[src/rtl/axi_rd_burst_master_pkg.sv]
// Shared AXI read-master definitions: protocol constants, FSM state encoding
// and the byte-size mask helper used by the narrow-read extractor.
package axi_rd_burst_master_pkg;

    localparam logic [1:0] BURST_FIXED = 2'b00;
    localparam logic [1:0] BURST_INCR  = 2'b01;
    localparam logic [1:0] BURST_WRAP  = 2'b10;

    localparam logic [1:0] RESP_OKAY   = 2'b00;
    localparam logic [1:0] RESP_EXOKAY = 2'b01;
    localparam logic [1:0] RESP_SLVERR = 2'b10;
    localparam logic [1:0] RESP_DECERR = 2'b11;

    localparam int MAX_DATA_W = 1024;

    typedef enum logic [1:0] {
        ST_IDLE = 2'd0,
        ST_ADDR = 2'd1,
        ST_DATA = 2'd2,
        ST_RESP = 2'd3
    } state_e;

    // Low 8*2^size bits set, clamped to the bus width; callers cast to their width.
    function automatic logic [MAX_DATA_W-1:0] size_mask(input logic [2:0] size, input int data_w);
        logic [MAX_DATA_W-1:0] mask;
        int                    bits;
        bits = int'(32'd8 << size);
        bits = (bits > data_w) ? data_w : bits;
        for (int i = 32'sd0; i < MAX_DATA_W; i++) begin
            mask[i] = (i < bits);
        end
        return mask;
    endfunction

endpackage

[src/rtl/axi_rd_extract.sv]
// Narrow-word extractor: shifts the addressed bytes of a bus beat down to bit 0,
// masks to the access size and flags accesses that run past the bus boundary.
module axi_rd_extract
    import axi_rd_burst_master_pkg::*;
#(
    parameter int DATA_W = 64,
    parameter int OFF_W  = $clog2(DATA_W / 8)
) (
    input  logic [DATA_W-1:0] rdata,
    input  logic [OFF_W-1:0]  offset,
    input  logic [2:0]        size,
    output logic [DATA_W-1:0] word,
    output logic              overflow
);

    localparam logic [8:0] BUS_BYTES = 9'(DATA_W / 8);

    logic [DATA_W-1:0] shifted_s;
    logic [8:0]        raw_bytes_s;
    logic [8:0]        bytes_s;
    logic [9:0]        end_s;

    // Byte-lane shift, size mask and boundary check
    always_comb begin
        shifted_s   = rdata >> {offset, 3'b000};
        word        = shifted_s & DATA_W'(size_mask(size, DATA_W));
        raw_bytes_s = 9'd1 << size;
        bytes_s     = (raw_bytes_s > BUS_BYTES) ? BUS_BYTES : raw_bytes_s;
        end_s       = {1'b0, bytes_s} + 10'(offset);
        overflow    = (end_s > {1'b0, BUS_BYTES});
    end

endmodule

[src/rtl/axi_rd_burst_master.sv]
// AXI4 read master: one request at a time, single narrow read or INCR burst,
// beats gathered into a line buffer and returned with a merged response.
module axi_rd_burst_master
    import axi_rd_burst_master_pkg::*;
#(
    parameter int DATA_W    = 64,
    parameter int ADDR_W    = 64,
    parameter int ID_W      = 4,
    parameter int MAX_BEATS = 8,
    parameter int LEN_W     = (MAX_BEATS > 1) ? $clog2(MAX_BEATS) : 1
) (
    input  logic                        clk,
    input  logic                        reset_n,
    input  logic                        req_valid,
    output logic                        req_ready,
    input  logic [ADDR_W-1:0]           req_addr,
    input  logic [LEN_W-1:0]            req_len,
    input  logic [2:0]                  req_size,
    input  logic [ID_W-1:0]             req_id,
    output logic                        rsp_valid,
    input  logic                        rsp_ready,
    output logic [MAX_BEATS*DATA_W-1:0] rsp_data,
    output logic [1:0]                  rsp_resp,
    output logic                        rsp_proto_err,
    output logic                        m_arvalid,
    input  logic                        m_arready,
    output logic [ID_W-1:0]             m_arid,
    output logic [ADDR_W-1:0]           m_araddr,
    output logic [7:0]                  m_arlen,
    output logic [2:0]                  m_arsize,
    output logic [1:0]                  m_arburst,
    output logic [2:0]                  m_arprot,
    output logic [3:0]                  m_arcache,
    input  logic                        m_rvalid,
    output logic                        m_rready,
    input  logic [ID_W-1:0]             m_rid,
    input  logic [DATA_W-1:0]           m_rdata,
    input  logic [1:0]                  m_rresp,
    input  logic                        m_rlast
);

    localparam int         OFF_W    = $clog2(DATA_W / 8);
    localparam int         BUF_W    = MAX_BEATS * DATA_W;
    localparam logic [2:0] BUS_SIZE = 3'($clog2(DATA_W / 8));

    state_e                state_r;
    state_e                state_nxt_s;

    logic [OFF_W-1:0]      off_r;
    logic [LEN_W-1:0]      len_r;
    logic [2:0]            size_r;
    logic [ID_W-1:0]       id_r;
    logic [LEN_W-1:0]      beat_cnt_r;
    logic [BUF_W-1:0]      buf_r;
    logic [1:0]            resp_acc_r;

    logic                  req_ready_r;
    logic                  m_arvalid_r;
    logic                  m_rready_r;
    logic                  rsp_valid_r;
    logic [1:0]            rsp_resp_r;
    logic                  rsp_proto_err_r;
    logic [ID_W-1:0]       m_arid_r;
    logic [ADDR_W-1:0]     m_araddr_r;
    logic [7:0]            m_arlen_r;
    logic [2:0]            m_arsize_r;
    logic [1:0]            m_arburst_r;

    logic                  accept_s;
    logic                  ar_hs_s;
    logic                  r_hs_s;
    logic                  single_s;
    logic                  last_slot_s;
    logic                  beat_err_s;
    logic                  err_nxt_s;
    logic [1:0]            resp_nxt_s;
    logic [1:0]            resp_fin_s;
    logic [DATA_W-1:0]     beat_word_s;
    logic [DATA_W-1:0]     ext_word_s;
    logic                  ext_ovf_s;

    axi_rd_extract #(
        .DATA_W (DATA_W),
        .OFF_W  (OFF_W)
    ) u_extract (
        .rdata    (m_rdata),
        .offset   (off_r),
        .size     (size_r),
        .word     (ext_word_s),
        .overflow (ext_ovf_s)
    );

    assign accept_s = req_valid && req_ready_r;
    assign ar_hs_s  = m_arvalid_r && m_arready;
    assign r_hs_s   = m_rvalid && m_rready_r;

    // Per-beat classification, response merge and protocol checks
    always_comb begin
        single_s    = (len_r == {LEN_W{1'b0}});
        last_slot_s = (beat_cnt_r == len_r);
        beat_word_s = single_s ? ext_word_s : m_rdata;
        beat_err_s  = (m_rid != id_r)
                   || (m_rlast && !last_slot_s)
                   || (!m_rlast && last_slot_s)
                   || (single_s && ext_ovf_s);
        err_nxt_s   = rsp_proto_err_r || beat_err_s;
        resp_nxt_s  = (m_rresp > resp_acc_r) ? m_rresp : resp_acc_r;
        // A protocol fault must never be reported as a clean OKAY.
        resp_fin_s  = (err_nxt_s && (resp_nxt_s == RESP_OKAY)) ? RESP_SLVERR : resp_nxt_s;
    end

    // Next-state logic
    always_comb begin
        state_nxt_s = state_r;
        case (state_r)
            ST_IDLE: begin
                if (accept_s) state_nxt_s = ST_ADDR;
                else          state_nxt_s = ST_IDLE;
            end
            ST_ADDR: begin
                if (ar_hs_s) state_nxt_s = ST_DATA;
                else         state_nxt_s = ST_ADDR;
            end
            ST_DATA: begin
                if (r_hs_s && (m_rlast || last_slot_s)) state_nxt_s = ST_RESP;
                else                                    state_nxt_s = ST_DATA;
            end
            ST_RESP: begin
                if (rsp_ready) state_nxt_s = ST_IDLE;
                else           state_nxt_s = ST_RESP;
            end
            default: state_nxt_s = ST_IDLE;
        endcase
    end

    // State register and registered handshake outputs decoded from next state
    always_ff @(posedge clk) begin
        if (!reset_n) begin
            state_r     <= ST_IDLE;
            req_ready_r <= 1'b1;
            m_arvalid_r <= 1'b0;
            m_rready_r  <= 1'b0;
            rsp_valid_r <= 1'b0;
        end else begin
            state_r     <= state_nxt_s;
            req_ready_r <= (state_nxt_s == ST_IDLE);
            m_arvalid_r <= (state_nxt_s == ST_ADDR);
            m_rready_r  <= (state_nxt_s == ST_DATA);
            rsp_valid_r <= (state_nxt_s == ST_RESP);
        end
    end

    // Request latch and AR channel fields, held until the next acceptance
    always_ff @(posedge clk) begin
        if (!reset_n) begin
            off_r       <= {OFF_W{1'b0}};
            len_r       <= {LEN_W{1'b0}};
            size_r      <= 3'b000;
            id_r        <= {ID_W{1'b0}};
            m_arid_r    <= {ID_W{1'b0}};
            m_araddr_r  <= {ADDR_W{1'b0}};
            m_arlen_r   <= 8'h00;
            m_arsize_r  <= 3'b000;
            m_arburst_r <= 2'b00;
        end else if (accept_s) begin
            off_r       <= req_addr[OFF_W-1:0];
            len_r       <= req_len;
            size_r      <= req_size;
            id_r        <= req_id;
            m_arid_r    <= req_id;
            m_araddr_r  <= {req_addr[ADDR_W-1:OFF_W], {OFF_W{1'b0}}};
            m_arlen_r   <= 8'(req_len);
            m_arsize_r  <= (req_len == {LEN_W{1'b0}}) ? req_size : BUS_SIZE;
            m_arburst_r <= BURST_INCR;
        end
    end

    // Line buffer, beat counter and accumulated response/error
    always_ff @(posedge clk) begin
        if (!reset_n) begin
            beat_cnt_r      <= {LEN_W{1'b0}};
            buf_r           <= {BUF_W{1'b0}};
            resp_acc_r      <= RESP_OKAY;
            rsp_resp_r      <= RESP_OKAY;
            rsp_proto_err_r <= 1'b0;
        end else if (accept_s) begin
            beat_cnt_r      <= {LEN_W{1'b0}};
            buf_r           <= {BUF_W{1'b0}};
            resp_acc_r      <= RESP_OKAY;
            rsp_resp_r      <= RESP_OKAY;
            rsp_proto_err_r <= 1'b0;
        end else if (r_hs_s) begin
            buf_r[int'(beat_cnt_r) * DATA_W +: DATA_W] <= beat_word_s;
            beat_cnt_r      <= beat_cnt_r + LEN_W'(1);
            resp_acc_r      <= resp_nxt_s;
            rsp_resp_r      <= resp_fin_s;
            rsp_proto_err_r <= err_nxt_s;
        end
    end

    assign req_ready     = req_ready_r;
    assign m_arvalid     = m_arvalid_r;
    assign m_rready      = m_rready_r;
    assign rsp_valid     = rsp_valid_r;
    assign rsp_data      = buf_r;
    assign rsp_resp      = rsp_resp_r;
    assign rsp_proto_err = rsp_proto_err_r;
    assign m_arid        = m_arid_r;
    assign m_araddr      = m_araddr_r;
    assign m_arlen       = m_arlen_r;
    assign m_arsize      = m_arsize_r;
    assign m_arburst     = m_arburst_r;
    assign m_arprot      = 3'b000;
    assign m_arcache     = 4'b0000;

endmodule

[config.mk]
export PLATFORM = sky130hd
export DESIGN_NAME = axi_rd_burst_master
export DESIGN_NICKNAME = d
export VERILOG_FILES = /design/src/rtl/axi_rd_burst_master_pkg.sv /design/src/rtl/axi_rd_extract.sv /design/src/rtl/axi_rd_burst_master.sv
export SDC_FILE = /design/constraint.sdc
export NUM_CORES = 1
export LEC_CHECK = 0
export CAP_MARGIN = 10
export CORE_AREA = 2 2 292 294
export DETAILED_ROUTE_END_ITERATION = 12
export DIE_AREA = 0 0 294 296
export PLACE_DENSITY = 0.52
export SYNTH_ARGS = -nofsm -noshare
export SYNTH_HDL_FRONTEND = slang
export SYNTH_SLANG_ARGS = --single-unit
[constraint.sdc]
create_clock -name clk -period 2.7 [get_ports clk]
set_input_delay 0.27 -clock clk [delete_from_list [all_inputs] [get_ports clk]]
set_output_delay 0.27 -clock clk [all_outputs]
set_load 0.02 [all_outputs]
==> results.toml <==
[worst_setup_path]
cpMaxStageDelayCell = "or3_2"
cp_max_fo = 16
worstPathRequired_ns = 3.22
cp.arrival_ns = 3.11
end_kind = "flip-flop"
path_class = "reg2reg"
critPathLaunchType = "flip-flop"
cpPeakStageDelay_ns = 0.75
crit_chain = "or3_2, buf_4, a221oi_1, a211oi_4, a22o_1"

[placement]
port_buffers = 741
gp_congestion = 0.877
dpl_cell_area_um2 = 32400
hpwlAfterDp_mm = 88.7

[logic_synthesis]
syn-cell-area_um2 = 23100
synth_seq_area_share_pct = 52.4
ys_warn_count = 0
async_reset_ff_share_pct = 0
synth-compound-area-share_pct = 24.2
synth-adder-area-share_pct = 0.574
syn-instance-count = 2397
synth-simple-area-share_pct = 12.8
synth_ff_type = "dfxtp_1"
synth-xor-area-share_pct = 0.379
synth_seq_cells = 604
synth_top_family_by_area = "compound AO/OA/AOI/OAI gates"
synth_cell_type_count = 76
synth_edf_count = 0
synth.area.mux_share_pct = 5.09
synth.avg_cell_area_um2 = 9.63

[timing]
finClkSkew_ns = 0.0316
finalHoldViolCount = 0
setup_viol = 0
worst_slew_pin_slew_ns = 1.27
fin_crit_ns = 2.59
fmax_mhz = 386
finalMaxSlewViolations = 0
fin_crit_sh_pct = 96.0
relSlewSlack_pct = 15.1

[final_layout]
most-common-layout-cells = "clkdlybuf4s50_1 (741), dfxtp_1 (602), nand2_1 (420)"
layout_commonest_cell = "clkdlybuf4s50_1"
drive_gt1_share_pct = 13.3
design_area_um2 = 35000
fin_util_pct = 41.6
synthToLayoutAreaGrowth_pct = 51.7
fin_nets = 3332

[clock_network]
htreeDepth = 3
cts_buffers = 71
ctsLongestPathBuffers = 3
cts_resized = 2
cts_hold_repair.buffers = 0
cts_sinks = 604
root_buffer = "clkbuf_16"
clkTransAtPathRegs_ns = 0.06
post_cts_buffers = 0
cts_tree = "done"
clk_latency_ns = 0.63

[drt]
drc = 0
vias = 22500
first_pass_iters = 5
wl_per_cell_um = 26.9
drtIter0Drc = 1516
postRouteAntennaNets = 0
wl_mm = 116
viasPerCell = 5.19

[floorplan]
die_area_um2 = 87000
start_util_pct = 27.4
io_pins = 758
core-area_um2 = 84200
rows = 107
die_h_um = 296
die_w_um = 294

[power]
p_leak_nw = 12.3
vdd_drop_max_mv = 0.424
p_per_area_nw_per_um2 = 631

[hold_path]
hold_path_class = "in2reg"

[outcome]
outcome = "finished, final reports clean"

[global_route]
grtUsageTotal_pct = 25.6
grt_pass1_wl_mm = 162
grt_max_degree = 91
grt_pass1_vias = 21600
antenna_found_initial = 21
grt_overflow_total = 0

[flow_run]
cap_viol_max_count = 0
[critical path: cells and delay by family, from the launching register on]
kind | cells | cell delay, ns
simple gates | 1 | 0.75
compound gates | 3 | 1.00
flops | 1 | 0.43
buf+inv | 1 | 0.30
[per-stage QoR]
step | setup slack [ns] | hold WS (ns) | TNS [ns] | total power, W | std cells
6_report | 0.108 | 0.199 | 0 | 0.0221 | 4326
5_1_grt | -0.0326 | 0.192 | -0.0984 | 0.0228 | 4319
4_1_cts | 0.0512 | 0.152 | 0 | 0.0223 | 4319
3_5_place_dp | -0.0380 | 0.443 | -0.312 | 0.0118 | 4188
3_3_place_gp | -0.0494 | 0.436 | -0.270 | 0.0118 | 4188
2_1_floorplan | 0.201 | 0.361 | 0 | 0.0105 | 2412
[worst paths after layout]
check                    start            end  slack, ns  cells after the start
hold reg to reg   rsp_data[56]   rsp_data[56]       0.45                      2
setup / recovery    m_arlen[2]  rsp_data[402]       0.11                      5
hold / removal     req_addr[3]    m_araddr[3]       0.20                      3
setup reg to reg    m_arlen[2]  rsp_data[402]       0.11                      5
[logic make-up after synthesis]
| kind of cell | after synthesis |
|---|---|
| compound gates | 803 |
| simple gates | 671 |
| flops | 604 |
| buf+inv | 229 |
| mux | 69 |
| fa+ha+maj | 10 |
| xor+xnor | 10 |
| other cells | 1 |
[where the power goes]
group,leakage [nW],internal [W],switching [W],total [W]
registers,4.88,0.00900,0.0000900,0.00909
logic,6.16,0.000926,0.00161,0.00254
clock network,1.25,0.00627,0.00420,0.0105
total,12.3,0.0162,0.00590,0.0221
[layer usage]
metal  wire length, um  GRT usage [%]  up-vias
met5               149              0        -
met1             47300           31.3    11100
met3              9050           6.63      171
met4              3260           8.25       22
met2             56700           44.0     1003
li1                  -              -    10200
[synthesized netlist by cell type, types with 8 or more instances]
cell type,count,share of area [%]
buf_1,18,0.29
nand3_1,12,0.26
mux4_2,34,3.3
a211oi_1,60,2.0
a22o_1,160,6.1
o21ai_0,127,2.8
a22o_2,18,0.78
o2bb2ai_1,44,1.7
buf_4,25,0.81
a221oi_1,15,0.57
a21oi_1,268,5.8
buf_6,8,0.39
mux2_2,9,0.44
ha_1,9,0.49
a211oi_2,8,0.43
inv_1,9,0.15
xnor2_1,8,0.30
clkbuf_1,119,1.9
o211ai_1,9,0.29
and2_1,14,0.38
nor3_1,15,0.33
o21a_1,8,0.26
mux2i_1,23,1.0
a22oi_2,17,0.92
nor2_1,141,2.3
a32o_1,24,1.0
nand2_1,422,6.9
dfxtp_1,604,52
buf_2,48,1.0
a22oi_1,14,0.46
[flip-flops by register name (all words and copies together), names as in the netlist, 2 cells and up]
signal	count
beat_cnt_r	3
m_araddr	61
m_arid	4
m_arlen	3
m_arsize	3
off_r	3
resp_acc_r	2
rsp_data	512
rsp_resp	2
size_r	3
state_r	2
[cell type report]
type	instances	area, um2
Inverter	11	41.3
Clock buffer	89	1950
Antenna cell	7	17.5
Multi-Input combinational cell	1579	10100
Fill cell	8108	49200
Sequential cell	604	12100
Tap cell	1090	1360
Clock inverter	42	631
Timing Repair Buffer	904	8810
(Power assumes the default switching activity.)
